<file path="src/rtl/id_exe_reg_if.sv">
// id_exe_reg_if -- ID->EXE pipeline register bundle.
// Groups the pipeline control strobes, the ID-stage payload (*_in), the
// registered EXE-side copies (*_out), valid_out and bubble_cnt.
//   master : ID/control side (drives *_in, flush, freeze, hazard_in)
//   slave  : the pipeline register (drives *_out, valid_out, bubble_cnt)
interface id_exe_reg_if;
    logic        flush;
    logic        freeze;
    logic        hazard_in;

    logic [8:0]  ctrl_in;
    logic [31:0] Val_Rn_in;
    logic [31:0] Val_Rm_in;
    logic        imm_in;
    logic [11:0] Shift_operand_in;
    logic [23:0] Signed_imm_24_in;
    logic [3:0]  Dest_in;
    logic [3:0]  src1_in;
    logic [3:0]  src2_in;
    logic [3:0]  SR_in;
    logic [31:0] PC_in;

    logic [8:0]  ctrl_out;
    logic [31:0] Val_Rn_out;
    logic [31:0] Val_Rm_out;
    logic        imm_out;
    logic [11:0] Shift_operand_out;
    logic [23:0] Signed_imm_24_out;
    logic [3:0]  Dest_out;
    logic [3:0]  src1_out;
    logic [3:0]  src2_out;
    logic [3:0]  SR_out;
    logic [31:0] PC_out;
    logic        valid_out;
    logic [15:0] bubble_cnt;

    modport master (
        output flush, freeze, hazard_in,
        output ctrl_in, Val_Rn_in, Val_Rm_in, imm_in, Shift_operand_in,
        output Signed_imm_24_in, Dest_in, src1_in, src2_in, SR_in, PC_in,
        input  ctrl_out, Val_Rn_out, Val_Rm_out, imm_out, Shift_operand_out,
        input  Signed_imm_24_out, Dest_out, src1_out, src2_out, SR_out, PC_out,
        input  valid_out, bubble_cnt
    );

    modport slave (
        input  flush, freeze, hazard_in,
        input  ctrl_in, Val_Rn_in, Val_Rm_in, imm_in, Shift_operand_in,
        input  Signed_imm_24_in, Dest_in, src1_in, src2_in, SR_in, PC_in,
        output ctrl_out, Val_Rn_out, Val_Rm_out, imm_out, Shift_operand_out,
        output Signed_imm_24_out, Dest_out, src1_out, src2_out, SR_out, PC_out,
        output valid_out, bubble_cnt
    );
endinterface

</file>
<file path="src/rtl/id_exe_reg.sv">
// id_exe_reg -- ID/EXE pipeline register.
// Ports:
//   clk  : rising-edge clock
//   rst  : asynchronous active-low reset, clears every output
//   bus  : id_exe_reg_if.slave -- flush/freeze/hazard_in, ID payload in,
//          registered EXE payload out, valid_out, bubble_cnt
// Edge priority: reset > freeze (hold) > flush (load zeros) > normal load.
// Optional macro ID_EXE_PERF_CNT_EN: enables the saturating bubble/squash
// counter; when undefined bubble_cnt is tied to zero.
module id_exe_reg (
    input  logic         clk,
    input  logic         rst,
    id_exe_reg_if.slave  bus
);

    localparam int unsigned PAYLOAD_W = 9 + 32 + 32 + 1 + 12 + 24 + 4 + 4 + 4 + 4 + 32;

    logic [PAYLOAD_W-1:0] payload_d;
    logic [PAYLOAD_W-1:0] payload_q;
    logic                 valid_q;

    // The whole instruction is carried as one vector so load/flush/hold
    // treat every field identically.
    assign payload_d = {bus.ctrl_in, bus.Val_Rn_in, bus.Val_Rm_in, bus.imm_in,
                        bus.Shift_operand_in, bus.Signed_imm_24_in, bus.Dest_in,
                        bus.src1_in, bus.src2_in, bus.SR_in, bus.PC_in};

    always_ff @(posedge clk or negedge rst) begin
        if (!rst) begin
            payload_q <= '0;
            valid_q   <= 1'b0;
        end else if (bus.freeze) begin
            payload_q <= payload_q;
            valid_q   <= valid_q;
        end else if (bus.flush) begin
            payload_q <= '0;
            valid_q   <= 1'b0;
        end else begin
            payload_q <= payload_d;
            valid_q   <= ~bus.hazard_in;
        end
    end

    assign {bus.ctrl_out, bus.Val_Rn_out, bus.Val_Rm_out, bus.imm_out,
            bus.Shift_operand_out, bus.Signed_imm_24_out, bus.Dest_out,
            bus.src1_out, bus.src2_out, bus.SR_out, bus.PC_out} = payload_q;
    assign bus.valid_out = valid_q;

`ifdef ID_EXE_PERF_CNT_EN
    logic [15:0] cnt_q;

    // Counts every unfrozen edge that inserts a bubble; sticks at all-ones.
    always_ff @(posedge clk or negedge rst) begin
        if (!rst) begin
            cnt_q <= '0;
        end else if (!bus.freeze && (bus.flush || bus.hazard_in) && (cnt_q != '1)) begin
            cnt_q <= cnt_q + 16'd1;
        end
    end

    assign bus.bubble_cnt = cnt_q;
`else
    assign bus.bubble_cnt = '0;
`endif

endmodule

</file>
<file path="src/flat_wrapper.sv">
// flat-port wrapper written by rule: the top's interface ports become plain ports
module id_exe_reg_flat 
  (clk, rst, bus_flush, bus_freeze, bus_hazard_in, bus_ctrl_in, bus_Val_Rn_in, bus_Val_Rm_in, bus_imm_in, bus_Shift_operand_in, bus_Signed_imm_24_in, bus_Dest_in, bus_src1_in, bus_src2_in, bus_SR_in, bus_PC_in, bus_ctrl_out, bus_Val_Rn_out, bus_Val_Rm_out, bus_imm_out, bus_Shift_operand_out, bus_Signed_imm_24_out, bus_Dest_out, bus_src1_out, bus_src2_out, bus_SR_out, bus_PC_out, bus_valid_out, bus_bubble_cnt);
  id_exe_reg_if bus_i ();
  input  logic clk;
  input  logic rst;
  input wire logic [$bits(bus_i.flush)-1:0] bus_flush;
  input wire logic [$bits(bus_i.freeze)-1:0] bus_freeze;
  input wire logic [$bits(bus_i.hazard_in)-1:0] bus_hazard_in;
  input wire logic [$bits(bus_i.ctrl_in)-1:0] bus_ctrl_in;
  input wire logic [$bits(bus_i.Val_Rn_in)-1:0] bus_Val_Rn_in;
  input wire logic [$bits(bus_i.Val_Rm_in)-1:0] bus_Val_Rm_in;
  input wire logic [$bits(bus_i.imm_in)-1:0] bus_imm_in;
  input wire logic [$bits(bus_i.Shift_operand_in)-1:0] bus_Shift_operand_in;
  input wire logic [$bits(bus_i.Signed_imm_24_in)-1:0] bus_Signed_imm_24_in;
  input wire logic [$bits(bus_i.Dest_in)-1:0] bus_Dest_in;
  input wire logic [$bits(bus_i.src1_in)-1:0] bus_src1_in;
  input wire logic [$bits(bus_i.src2_in)-1:0] bus_src2_in;
  input wire logic [$bits(bus_i.SR_in)-1:0] bus_SR_in;
  input wire logic [$bits(bus_i.PC_in)-1:0] bus_PC_in;
  output wire logic [$bits(bus_i.ctrl_out)-1:0] bus_ctrl_out;
  output wire logic [$bits(bus_i.Val_Rn_out)-1:0] bus_Val_Rn_out;
  output wire logic [$bits(bus_i.Val_Rm_out)-1:0] bus_Val_Rm_out;
  output wire logic [$bits(bus_i.imm_out)-1:0] bus_imm_out;
  output wire logic [$bits(bus_i.Shift_operand_out)-1:0] bus_Shift_operand_out;
  output wire logic [$bits(bus_i.Signed_imm_24_out)-1:0] bus_Signed_imm_24_out;
  output wire logic [$bits(bus_i.Dest_out)-1:0] bus_Dest_out;
  output wire logic [$bits(bus_i.src1_out)-1:0] bus_src1_out;
  output wire logic [$bits(bus_i.src2_out)-1:0] bus_src2_out;
  output wire logic [$bits(bus_i.SR_out)-1:0] bus_SR_out;
  output wire logic [$bits(bus_i.PC_out)-1:0] bus_PC_out;
  output wire logic [$bits(bus_i.valid_out)-1:0] bus_valid_out;
  output wire logic [$bits(bus_i.bubble_cnt)-1:0] bus_bubble_cnt;
  assign bus_i.flush = bus_flush;
  assign bus_i.freeze = bus_freeze;
  assign bus_i.hazard_in = bus_hazard_in;
  assign bus_i.ctrl_in = bus_ctrl_in;
  assign bus_i.Val_Rn_in = bus_Val_Rn_in;
  assign bus_i.Val_Rm_in = bus_Val_Rm_in;
  assign bus_i.imm_in = bus_imm_in;
  assign bus_i.Shift_operand_in = bus_Shift_operand_in;
  assign bus_i.Signed_imm_24_in = bus_Signed_imm_24_in;
  assign bus_i.Dest_in = bus_Dest_in;
  assign bus_i.src1_in = bus_src1_in;
  assign bus_i.src2_in = bus_src2_in;
  assign bus_i.SR_in = bus_SR_in;
  assign bus_i.PC_in = bus_PC_in;
  assign bus_ctrl_out = bus_i.ctrl_out;
  assign bus_Val_Rn_out = bus_i.Val_Rn_out;
  assign bus_Val_Rm_out = bus_i.Val_Rm_out;
  assign bus_imm_out = bus_i.imm_out;
  assign bus_Shift_operand_out = bus_i.Shift_operand_out;
  assign bus_Signed_imm_24_out = bus_i.Signed_imm_24_out;
  assign bus_Dest_out = bus_i.Dest_out;
  assign bus_src1_out = bus_i.src1_out;
  assign bus_src2_out = bus_i.src2_out;
  assign bus_SR_out = bus_i.SR_out;
  assign bus_PC_out = bus_i.PC_out;
  assign bus_valid_out = bus_i.valid_out;
  assign bus_bubble_cnt = bus_i.bubble_cnt;
  id_exe_reg u_core (.clk(clk), .rst(rst), .bus(bus_i));
endmodule
</file>
<file path="config.mk">
export PLATFORM = sky130hd
export DESIGN_NAME = id_exe_reg_flat
export DESIGN_NICKNAME = d
export VERILOG_FILES = /design/src/rtl/id_exe_reg_if.sv /design/src/rtl/id_exe_reg.sv /design/src/flat_wrapper.sv
export SDC_FILE = /design/constraint.sdc
export NUM_CORES = 1
export LEC_CHECK = 0
export ABC_CLOCK_PERIOD_IN_PS = 840
export BUFFER_PORTS_ARGS = -buffer_cell sky130_fd_sc_hd__buf_4
export CORE_MARGIN = 4
export CORE_UTILIZATION = 46
export CTS_CLUSTER_DIAMETER = 80
export DETAILED_ROUTE_END_ITERATION = 10
export GPL_ROUTABILITY_DRIVEN = 0
export PLACE_DENSITY = 0.89
export SLEW_MARGIN = 20
export SYNTH_ARGS = -nofsm -noshare
export SYNTH_HDL_FRONTEND = slang
export SYNTH_SLANG_ARGS = --single-unit
</file>
<file path="constraint.sdc">
create_clock -name clk -period 0.84 [get_ports clk]
set_input_delay 0.084 -clock clk [delete_from_list [all_inputs] [get_ports clk]]
set_output_delay 0.084 -clock clk [all_outputs]
set_load 0.05 [all_outputs]
</file>
---- After elaboration in Yosys (flattened, before gate mapping) ----
Index checks and enable logic that the tools add are counted.
cells by class
  add/subtract/negate cells ............... 0
  multiply operators ...................... 0
  divide/modulo/power cells ............... 0
  order comparisons ....................... 0
  eq/ne operators ......................... 0
  shift operators ......................... 0
  mux-type cells .......................... 2
  bitwise gates (word level) .............. 1
  reductions and logical operators ........ 0
operators with widths
  operator            count
  158-bit 2-to-1 mux  1
  1-bit 2-to-1 mux    1
  1-bit NOT           1
storage, ports and cells
  bits in registers ....................... 159
  latch bits .............................. 0
  memory bits (writable) .................. 0
  memory bits (read-only) ................. 0
  memories kept ........................... 0

---- Longest topological paths before layout ----
Gate-level depths: netlist of the first run.
  depth in word-level cells ............... 2
  mapped depth ............................ 5
  depth with buffers taken out ............ 2

---- Worst setup path before layout of the first run ----
Ideal clock, no wire load.
  path kind ............................... register to register
  start ................................... reg u_core.payload_q[155] (netlist name)
  end ..................................... reg u_core.payload_q[155]
  setup time .............................. 0.121 ns
  arrival time ............................ 0.829 ns
  data required time ...................... 0.719 ns
  path slack .............................. -0.110 ns
  stages on the path, launching flop included .. 2
  buffers on the path ..................... 0
  clock period less this slack ............ 0.950 ns
  cell sequence ........................... dfrtp_1 -> a22o_1
RTL lines
  element               RTL line          source
  to (signal assigned)  id_exe_reg.sv:33  payload_q <= payload_q;
  to (signal assigned)  id_exe_reg.sv:39  payload_q <= payload_d;
  to (decl)             id_exe_reg.sv:19  logic [PAYLOAD_W-1:0] payload_q;

---- Worst setup path in the final report of the first run ----
  start ................................... reg u_core.payload_q[113]
  end ..................................... out bus_Val_Rm_out[28]
RTL lines
  element    RTL line            source
  to (decl)  flat_wrapper.sv:23  output wire logic [$bits(bus_i.Val_Rm_out)-1:0] bus_Val_Rm_out;
No word-level cell between the ends.

==> flow_summary_export.csv, run 1 <==
group,metric,value,unit
die,initial_utilization,47.0,%
synth,synth_cells,701,
route,drt_iter0_drc,752,
die,ioPinCount,338,
critical_path,path_class,"reg -> out",
cells_and_area,layout.nets,1392,
cts,cts_buffer_depth,2,
cells_and_area,drive_above_1_share,50.1,%
global_routing,grt_max_degree,49,
cells_and_area,final_cells,1430,
cts,cts.htree.levels,4,
run_status,status,"finished with violations",
global_routing,grt_overflow,0,
synth,synth-seq-cells,159,
die,die_x,130,µm
critical_path,cpMaxStageDelayCell,"dfrtp_2",
synth,syn_avg_cell_area,9.75,µm²
cts,cts_buffers,17,
global_routing,grt_pass1_wl,45100,µm
cts,path_clk_slew,0.08,ns
die,rows,44,
critical_path,startpoint_type,"flip-flop",
sta,finalCritPeriodShare,133,%
power,finalPower,24.9,mW
cts,clk_latency,0.41,ns
sta,final_hold_viol_count,0,
place,port_buffers,321,
run_status,violations,"setup timing",
global_routing,grt_pass1_vias,8114,
sta,rsz0062_at_grt,"true",
place,hpwl,15000,µm
critical_path,max_stage_delay,0.45,ns
synth,ys_seq_area_share,58.2,%
cts,clockRootBuffer,"clkbuf_16",
job,cap_violations,0,
sta,drv_slew,0,
sta,setup_viol,172,
synth,synth_adder_area_share,0,%
route,drtPass1Iterations,7,
sta,fin_crit,1.12,ns
cts,numClockSinks,159,
synth,synth-xor-area-share,0,%
sta,worst_hold_slack,0.0665,ns
power,cellPowerDensity,1900,mW/mm²
route,vias_per_cell,5.57,
cts,cts_tree,"done",
power,leakagePower,5.96,nW
worst_hold_path,hp-class,"in -> reg",
synth,ys_warn_count,0,
synth,syn_area,0.00684,mm²
synth,synth_cell_types,14,
critical_path,critPathRequiredTime,0.76,ns
sta,fin_ws,-0.277,ns
critical_path,arrival,1.03,ns
cells_and_area,area_growth,90.9,%
critical_path,path_buf_inv,1,
global_routing,grt_usage,35.4,%
route,drt_wl_total,33400,µm
critical_path,crit_family,"flip-flops",
global_routing,antenna_found_initial,2,
route,ant_nets,0,
die,die-area,0.0169,mm²
place,post-place-cells,1184,
synth,synth_top_family_by_area,"simple AND/OR/NAND/NOR gates",
die,dieHeight,130,µm
route,drc_errors,0,
sta,clock_skew,0,ns
route,num_vias,7963,
critical_path,worstPathCellList,"buf_8",
critical_path,cp_max_fo,2,
synth,synth_simple_gate_area_share,23.0,%
synth,synthMuxAreaShare,0,%
route,avgRoutedWirePerCell,23.4,µm
synth,synth-compound-area-share,11.8,%
critical_path,endpoint_kind,"output pin",
die,core-area,0.0145,mm²
power,ir_worst_vdd,0.00191,V
sta,fmax,895,MHz
## cell families after synthesis
group | Yosys count
buffers and inverters | 68
other | 1
DFF | 159
and+or+nand+nor | 314
AOI/OAI and AO/OA | 159
## stage by stage
step	setup WS, ns	area, µm²	TNS [ns]	utilization (%)
floorplan	-0.00380	7090	-0.00760	-
global placement	0.00649	9630	0	66.3
detailed placement	-0.0444	9630	-0.412	66.3
CTS	-0.275	12600	-38.99	86.5
global route	-0.291	13000	-42.21	89.8
finish	-0.277	13100	-38.11	89.8
## repair_timing
| action | 4_1_cts | 5_1_grt |
|---|---|---|
| cloned | 0 | 0 |
| setup endpoints to repair | 159 | 165 |
| hold buffers | 160 | 0 |
| setup buffers | 11 | 42 |
| endpoints found under the hold margin | 318 | 0 |
| gates resized for setup | 165 | 53 |
## state kept, by name (all words and copies together), names as in the netlist
register and flops:
u_core.bus.valid_out 1, u_core.payload_q 158
## worst paths after layout
kind / start / slack (ns) / cells past startpoint / end
min in group asynchronous: rst / 0.09 / 2 / u_core.payload_q[59]
min: bus_freeze / 0.07 / 2 / u_core.payload_q[144]
max reg2reg: u_core.payload_q[150] / -0.12 / 3 / u_core.payload_q[150]
min reg2reg: u_core.payload_q[147] / 0.51 / 2 / u_core.payload_q[147]
max in group asynchronous: rst / 0.23 / 3 / u_core.payload_q[97]
max: u_core.payload_q[113] / -0.28 / 1 / bus_Val_Rm_out[28]
## synth_stat cells (all sizes together)
cell    count  share of area, %
dfrtp     159                58
nand2b    156                14
nor2        1             0.055
o21ai     156                11
buf        51               6.0
nand2     157               8.6
conb        1             0.055
clkbuf     17              0.97
o31ai       1              0.11
a22o        2              0.26
## layer usage
metal / track usage (%) / wire length [µm] / part of all wire [%]
met1: 35.9 / 10900 / 33
met5: 0 / 0 / 0
met3: 9.95 / 3090 / 9.3
met2: 63.4 / 16800 / 50
met4: 23.3 / 2610 / 7.8
## area by class of cell
| type | count | area, µm² |
|---|---|---|
| diodes | 4 | 10.0 |
| clock buffers | 19 | 433 |
| clock inverters | 13 | 210 |
| fillers | 490 | 1480 |
| multi-input cells | 489 | 2550 |
| flip-flops and latches | 159 | 4180 |
| well taps | 184 | 230 |
| repair buffers | 562 | 5440 |
## report_power, final
group / total (mW) / internal (mW) / leakage, nW / switching [mW]
registers: 8.94 / 8.36 / 1.85 / 0.587
logic: 7.19 / 2.98 / 3.79 / 4.21
clock network: 8.72 / 5.31 / 0.308 / 3.41
## placed cells by master (no fill, tap or decap), drive strengths merged, types with 2 or more instances in the layout
cell,n
clkbuf,20
nand2,157
dlygate4sd3,160
conb,16
a22o,2
dfrtp,159
bufinv,5
o21ai,156
nand2b,156
buf,401
clkinv,4
diode,4
clkinvlp,2
inv,2
No activity file was read; power rests on OpenSTA's default activity.
==> run 2: changes to the inputs <==
BUFFER_PORTS_ARGS = -buffer_cell sky130_fd_sc_hd__buf_2   (was -buffer_cell sky130_fd_sc_hd__buf_4)
==> flow_summary_export.csv, run 2 (synthesis results as in run 1) <==
group,metric,value,unit
global_routing,grt_usage,34.7,%
cts,path_clk_slew,0.07,ns
sta,drv_slew,0,
critical_path,r2r_start,"u_core.payload_q[125]",
cts,cts_buffers,17,
cells_and_area,final_cell_mix,"dlygate4sd3_1 (162), buf_2 (159), dfrtp_2 (158)",
route,drt_iter0_drc,550,
cts,cts.htree.levels,4,
sta,clock_skew,0,ns
sta,setup_viol,166,
critical_path,cp_max_fo,2,
cells_and_area,layout.nets,1392,
route,drc_errors,0,
critical_path,cp.depth,1,
route,drt_wl_total,31500,µm
worst_hold_path,min_from,"bus_freeze",
global_routing,grt_pass1_vias,8348,
cts,cts_tree,"done",
critical_path,path_buf_inv,1,
cells_and_area,final_common_cell,"dlygate4sd3_1",
power,ir_worst_vdd,0.00143,V
power,leakagePower,5.79,nW
die,rows,44,
cts,clockRootBuffer,"clkbuf_16",
critical_path,critPathRequiredTime,0.76,ns
critical_path,reg2regPathDepth,4,
route,num_vias,7799,
cells_and_area,fin_util,86.6,%
route,avgRoutedWirePerCell,22.2,µm
cts,cts_buffer_depth,2,
cells_and_area,top_register,"u_core.payload_q",
global_routing,grt_overflow,0,
global_routing,grt_max_degree,76,
cells_and_area,drive_above_1_share,49.1,%
critical_path,max_stage_delay,0.44,ns
die,core-area,0.0145,mm²
critical_path,path_class,"reg -> out",
die,die_x,130,µm
critical_path,r2r_end,"u_core.payload_q[125]",
place,port_buffers,321,
die,dieHeight,130,µm
critical_path,endpoint_kind,"output pin",
sta,rsz0062_at_grt,"true",
sta,finalCritPeriodShare,131,%
route,vias_per_cell,5.48,
worst_hold_path,min_path_cells,3,
critical_path,worstPathCellList,"buf_6",
cells_and_area,largest_reg_flops,158,
sta,fin_crit,1.10,ns
die,initial_utilization,47.0,%
cells_and_area,area_growth,84.2,%
global_routing,grt_pass1_wl,44600,µm
run_status,violations,"setup timing",
critical_path,cpMaxStageDelayCell,"dfrtp_2",
worst_hold_path,hp-class,"in -> reg",
worst_hold_path,whs_endpoint,"u_core.payload_q[9]",
sta,fin_ws,-0.264,ns
critical_path,startpoint_type,"flip-flop",
sta,fmax,906,MHz
power,finalPower,24.0,mW
sta,final_hold_viol_count,0,
cts,clk_latency,0.41,ns
route,drtPass1Iterations,5,
cts,numClockSinks,159,
critical_path,crit_family,"flip-flops",
job,cap_violations,0,
power,cellPowerDensity,1910,mW/mm²
die,ioPinCount,338,
global_routing,antenna_found_initial,0,
critical_path,arrival,1.02,ns
route,ant_nets,0,
critical_path,rrSetupSlack,-0.06,ns
place,hpwl,14400,µm
run_status,status,"finished with violations",
die,die-area,0.0169,mm²
==> run 2: changes by cell type in the layout (fill, tap and decap cells not counted), moves of 3 or more <==
cell	change
buf_4	-162
buf_2	+159
o21ai_1	+14
o21ai_2	-9
o21ai_0	-4
diode_2	-3
==> run 2: where the power goes <==
part | internal (mW) | switching [mW] | leakage (nW)
clock | 5.09 | 3.14 | 0.297
sequential | 8.36 | 0.576 | 1.85
combinational | 2.76 | 4.10 | 3.63
total | 16.2 | 7.81 | 5.79
==> run 2: metrics by stage <==
stage / cells / TNS (ns) / hold slack, ns / instance area, µm² / setup WS (ns)
final: 1424 / -37.03 / 0.0608 / 12600 / -0.264
after global routing: 1423 / -41.82 / 0.0518 / 12600 / -0.298
after CTS: 1387 / -38.45 / 0.00371 / 12200 / -0.273
after detailed placement: 1190 / -0.264 / -0.0207 / 8910 / -0.0506
after global placement: 1190 / 0 / -0.0225 / 8910 / 0.000715
after floorplan: 716 / -0.00760 / -0.212 / 7090 / -0.00380
==> run 2: worst max-delay path by stage <==
stage                          startpoint                    end
global placement               bus_freeze  u_core.payload_q[155]
detailed placement              bus_flush   u_core.payload_q[11]
CTS                 u_core.payload_q[129]     bus_Val_Rn_out[12]
finish               u_core.payload_q[39]        bus_src2_out[3]
floorplan           u_core.payload_q[155]  u_core.payload_q[155]
global route         u_core.payload_q[39]        bus_src2_out[3]
==> run 2: final cells by class <==
type	count	area, µm²
timing repair buffer	562	5060
sequential	159	4180
multi-input combinational	489	2500
fill	549	1940
clock buffer	19	453
tap	184	230
clock inverter	10	163
antenna	1	2.50
==> run 2: what timing repair did <==
action | in CTS | in global routing
pin swaps | 0 | 1
buffers inserted | 6 | 36
hold endpoints to repair | 318 | 0
gates resized for setup | 323 | 43
endpoints found under the setup margin | 159 | 160
hold buffers | 162 | 0
==> run 2: layer usage <==
| layer | share of wire, % | track usage [%] | vias up | wire length (µm) |
|---|---|---|---|---|
| met5 | 0 | 0 | - | 0 |
| met4 | 7.7 | 24.2 | 0 | 2440 |
| met3 | 8.2 | 9.01 | 185 | 2590 |
| met2 | 52 | 61.9 | 582 | 16400 |
| met1 | 32 | 35.2 | 3768 | 10100 |
| li1 | - | - | 3264 | - |
==> run 3: changes to the inputs <==
--- a/config.mk
+++ b/config.mk
@@ -9,2 +9,3 @@
 export BUFFER_PORTS_ARGS = -buffer_cell sky130_fd_sc_hd__buf_2
+export CORE_ASPECT_RATIO = 0.7
 export CORE_MARGIN = 4
@@ -14,2 +15,3 @@
 export GPL_ROUTABILITY_DRIVEN = 0
+export GPL_TIMING_DRIVEN = 0
 export PLACE_DENSITY = 0.89
==> constraint.sdc (replaced) <==
create_clock -name clk -period 0.84 [get_ports clk]
set_input_delay 0.168 -clock clk [delete_from_list [all_inputs] [get_ports clk]]
set_output_delay 0.168 -clock clk [all_outputs]
set_load 0.05 [all_outputs]
==> flow_summary_export.csv, run 3 (synthesis results as in run 1) <==
group,metric,value,unit
run_status,status,"finished with violations",
run_status,violations,"hold timing, setup timing",
sta,setup_viol,177,
critical_path,reg2regPathDepth,3,
worst_hold_path,hp-class,"in -> async",
critical_path,path_buf_inv,1,
job,cap_violations,0,
cts,numClockSinks,159,
route,drc_errors,0,
die,die-area,0.0169,mm²
cells_and_area,seqCellArea,0.00418,mm²
critical_path,max_stage_delay,0.45,ns
route,drt_wl_total,32200,µm
sta,drv_slew,0,
route,drt_iter0_drc,648,
critical_path,arrival,1.03,ns
cells_and_area,area_growth,76.7,%
sta,clock_skew,0,ns
critical_path,critPathRequiredTime,0.67,ns
die,core-area,0.0142,mm²
power,cellPowerDensity,1940,mW/mm²
die,rows,36,
die,ioPinCount,338,
cts,cts_buffer_depth,2,
cts,clockRootBuffer,"clkbuf_16",
cts,cts_buffers,17,
sta,max_slew.worst_pin.slew,0.643,ns
sta,fin_ws,-0.356,ns
route,vias_per_cell,5.59,
cells_and_area,largest_reg_flops,158,
place,place_ws,-0.382,ns
die,die_x,154,µm
place,hpwl,15500,µm
sta,tns,-51.38,ns
sta,rsz0062_at_grt,"true",
cells_and_area,top_register,"u_core.payload_q",
critical_path,path_class,"reg -> out",
cts,clk_latency,0.41,ns
global_routing,grt_usage,34.1,%
sta,worst_hold_slack,-0.282,ns
global_routing,grt_pass1_wl,45100,µm
cts,ctsHoldBuffers,108,
global_routing,grt_max_degree,82,
route,num_vias,7883,
die,dieHeight,110,µm
cts,cts_tree,"done",
critical_path,endpoint_kind,"output pin",
critical_path,worstPathCellList,"buf_8",
global_routing,antenna_found_initial,1,
critical_path,cpMaxStageDelayCell,"dfrtp_2",
critical_path,cp_max_fo,2,
cells_and_area,multi_input_area,0.00250,mm²
route,drtPass1Iterations,7,
route,ant_nets,0,
cells_and_area,nFillCells,627,
cts,cts.htree.levels,4,
critical_path,r2r_start,"u_core.payload_q[43]",
cells_and_area,layout.nets,1370,
global_routing,grt_pass1_vias,8090,
cts,path_clk_slew,0.07,ns
sta,fmax,836,MHz
route,avgRoutedWirePerCell,22.8,µm
sta,finalCritPeriodShare,142,%
place,port_buffers,319,
power,leakagePower,5.61,nW
critical_path,r2r_end,"u_core.payload_q[43]",
cells_and_area,final_cell_mix,"buf_2 (168), buf_6 (161), dfrtp_2 (158)",
sta,fin_crit,1.20,ns
critical_path,startpoint_type,"flip-flop",
cells_and_area,drive_above_1_share,51.6,%
sta,slew_headroom,57.2,%
cells_and_area,fin_util,84.9,%
cells_and_area,final_common_cell,"buf_2",
power,ir_worst_vdd,0.00137,V
global_routing,grt_overflow,0,
sta,final_hold_viol_count,78,
die,initial_utilization,48.0,%
critical_path,crit_family,"flip-flops",
critical_path,rrSetupSlack,-0.12,ns
==> run 3: cell types whose count changed in the layout (fill, tap and decap cells not counted), sizes merged <==
cell / delta
dlygate4sd3: -54
clkbuf: +17
buf: +16
inv: +4
bufinv: -3
clkinvlp: +1
==> run 3: layout make-up <==
| type | instances | area share, % |
|---|---|---|
| Antenna cell | 1 | 0.0207 |
| Clock inverter | 12 | 1.04 |
| Clock buffer | 20 | 3.78 |
| Sequential cell | 159 | 34.6 |
| Timing Repair Buffer | 472 | 33.9 |
| Buffer | 68 | 3.98 |
| Tap cell | 190 | 1.97 |
| Multi-Input combinational cell | 489 | 20.7 |
==> run 3: routing by layer <==
layer | global-route usage [%] | wire, µm | vias up
met4 | 18.6 | 1950 | 2
met5 | 0 | 13 | -
li1 | - | - | 3225
met2 | 59.5 | 16000 | 661
met1 | 39.2 | 11100 | 3820
met3 | 8.70 | 3240 | 175
==> run 3: how the worst max path moves through the flow <==
stage	startpoint	end	slack [ns]	depth (start not counted)
after floorplan	u_core.payload_q[155]	u_core.payload_q[155]	-0.004	1
after global placement	rst	u_core.payload_q[92]	-3.02	1
after detailed placement	bus_freeze	u_core.payload_q[117]	-0.38	3
after CTS	u_core.payload_q[28]	bus_PC_out[28]	-0.34	1
after global routing	u_core.payload_q[102]	bus_Val_Rm_out[17]	-0.38	1
final	u_core.payload_q[102]	bus_Val_Rm_out[17]	-0.36	1
==> run 3: repair_timing <==
item,CTS,global route
hold endpoints to repair,186,78
gates resized for setup,321,40
buffers inserted,6,39
endpoints found under the setup margin,159,165
==> run 3: through the flow <==
step	cell area, µm²	cells	power [mW]
2_1_floorplan	7090	716	12.1
3_3_place_gp	8920	1225	13.6
3_5_place_dp	8960	1226	13.7
4_1_cts	11700	1372	22.6
5_1_grt	12100	1410	24.1
6_report	12100	1411	23.4
==> run 3: report_power, final <==
| group | switching (mW) | internal (mW) | total (mW) |
|---|---|---|---|
| Sequential | 0.558 | 8.36 | 8.91 |
| Combinational | 4.11 | 2.60 | 6.71 |
| Clock | 3.44 | 4.32 | 7.76 |
| Total | 8.11 | 15.3 | 23.4 |
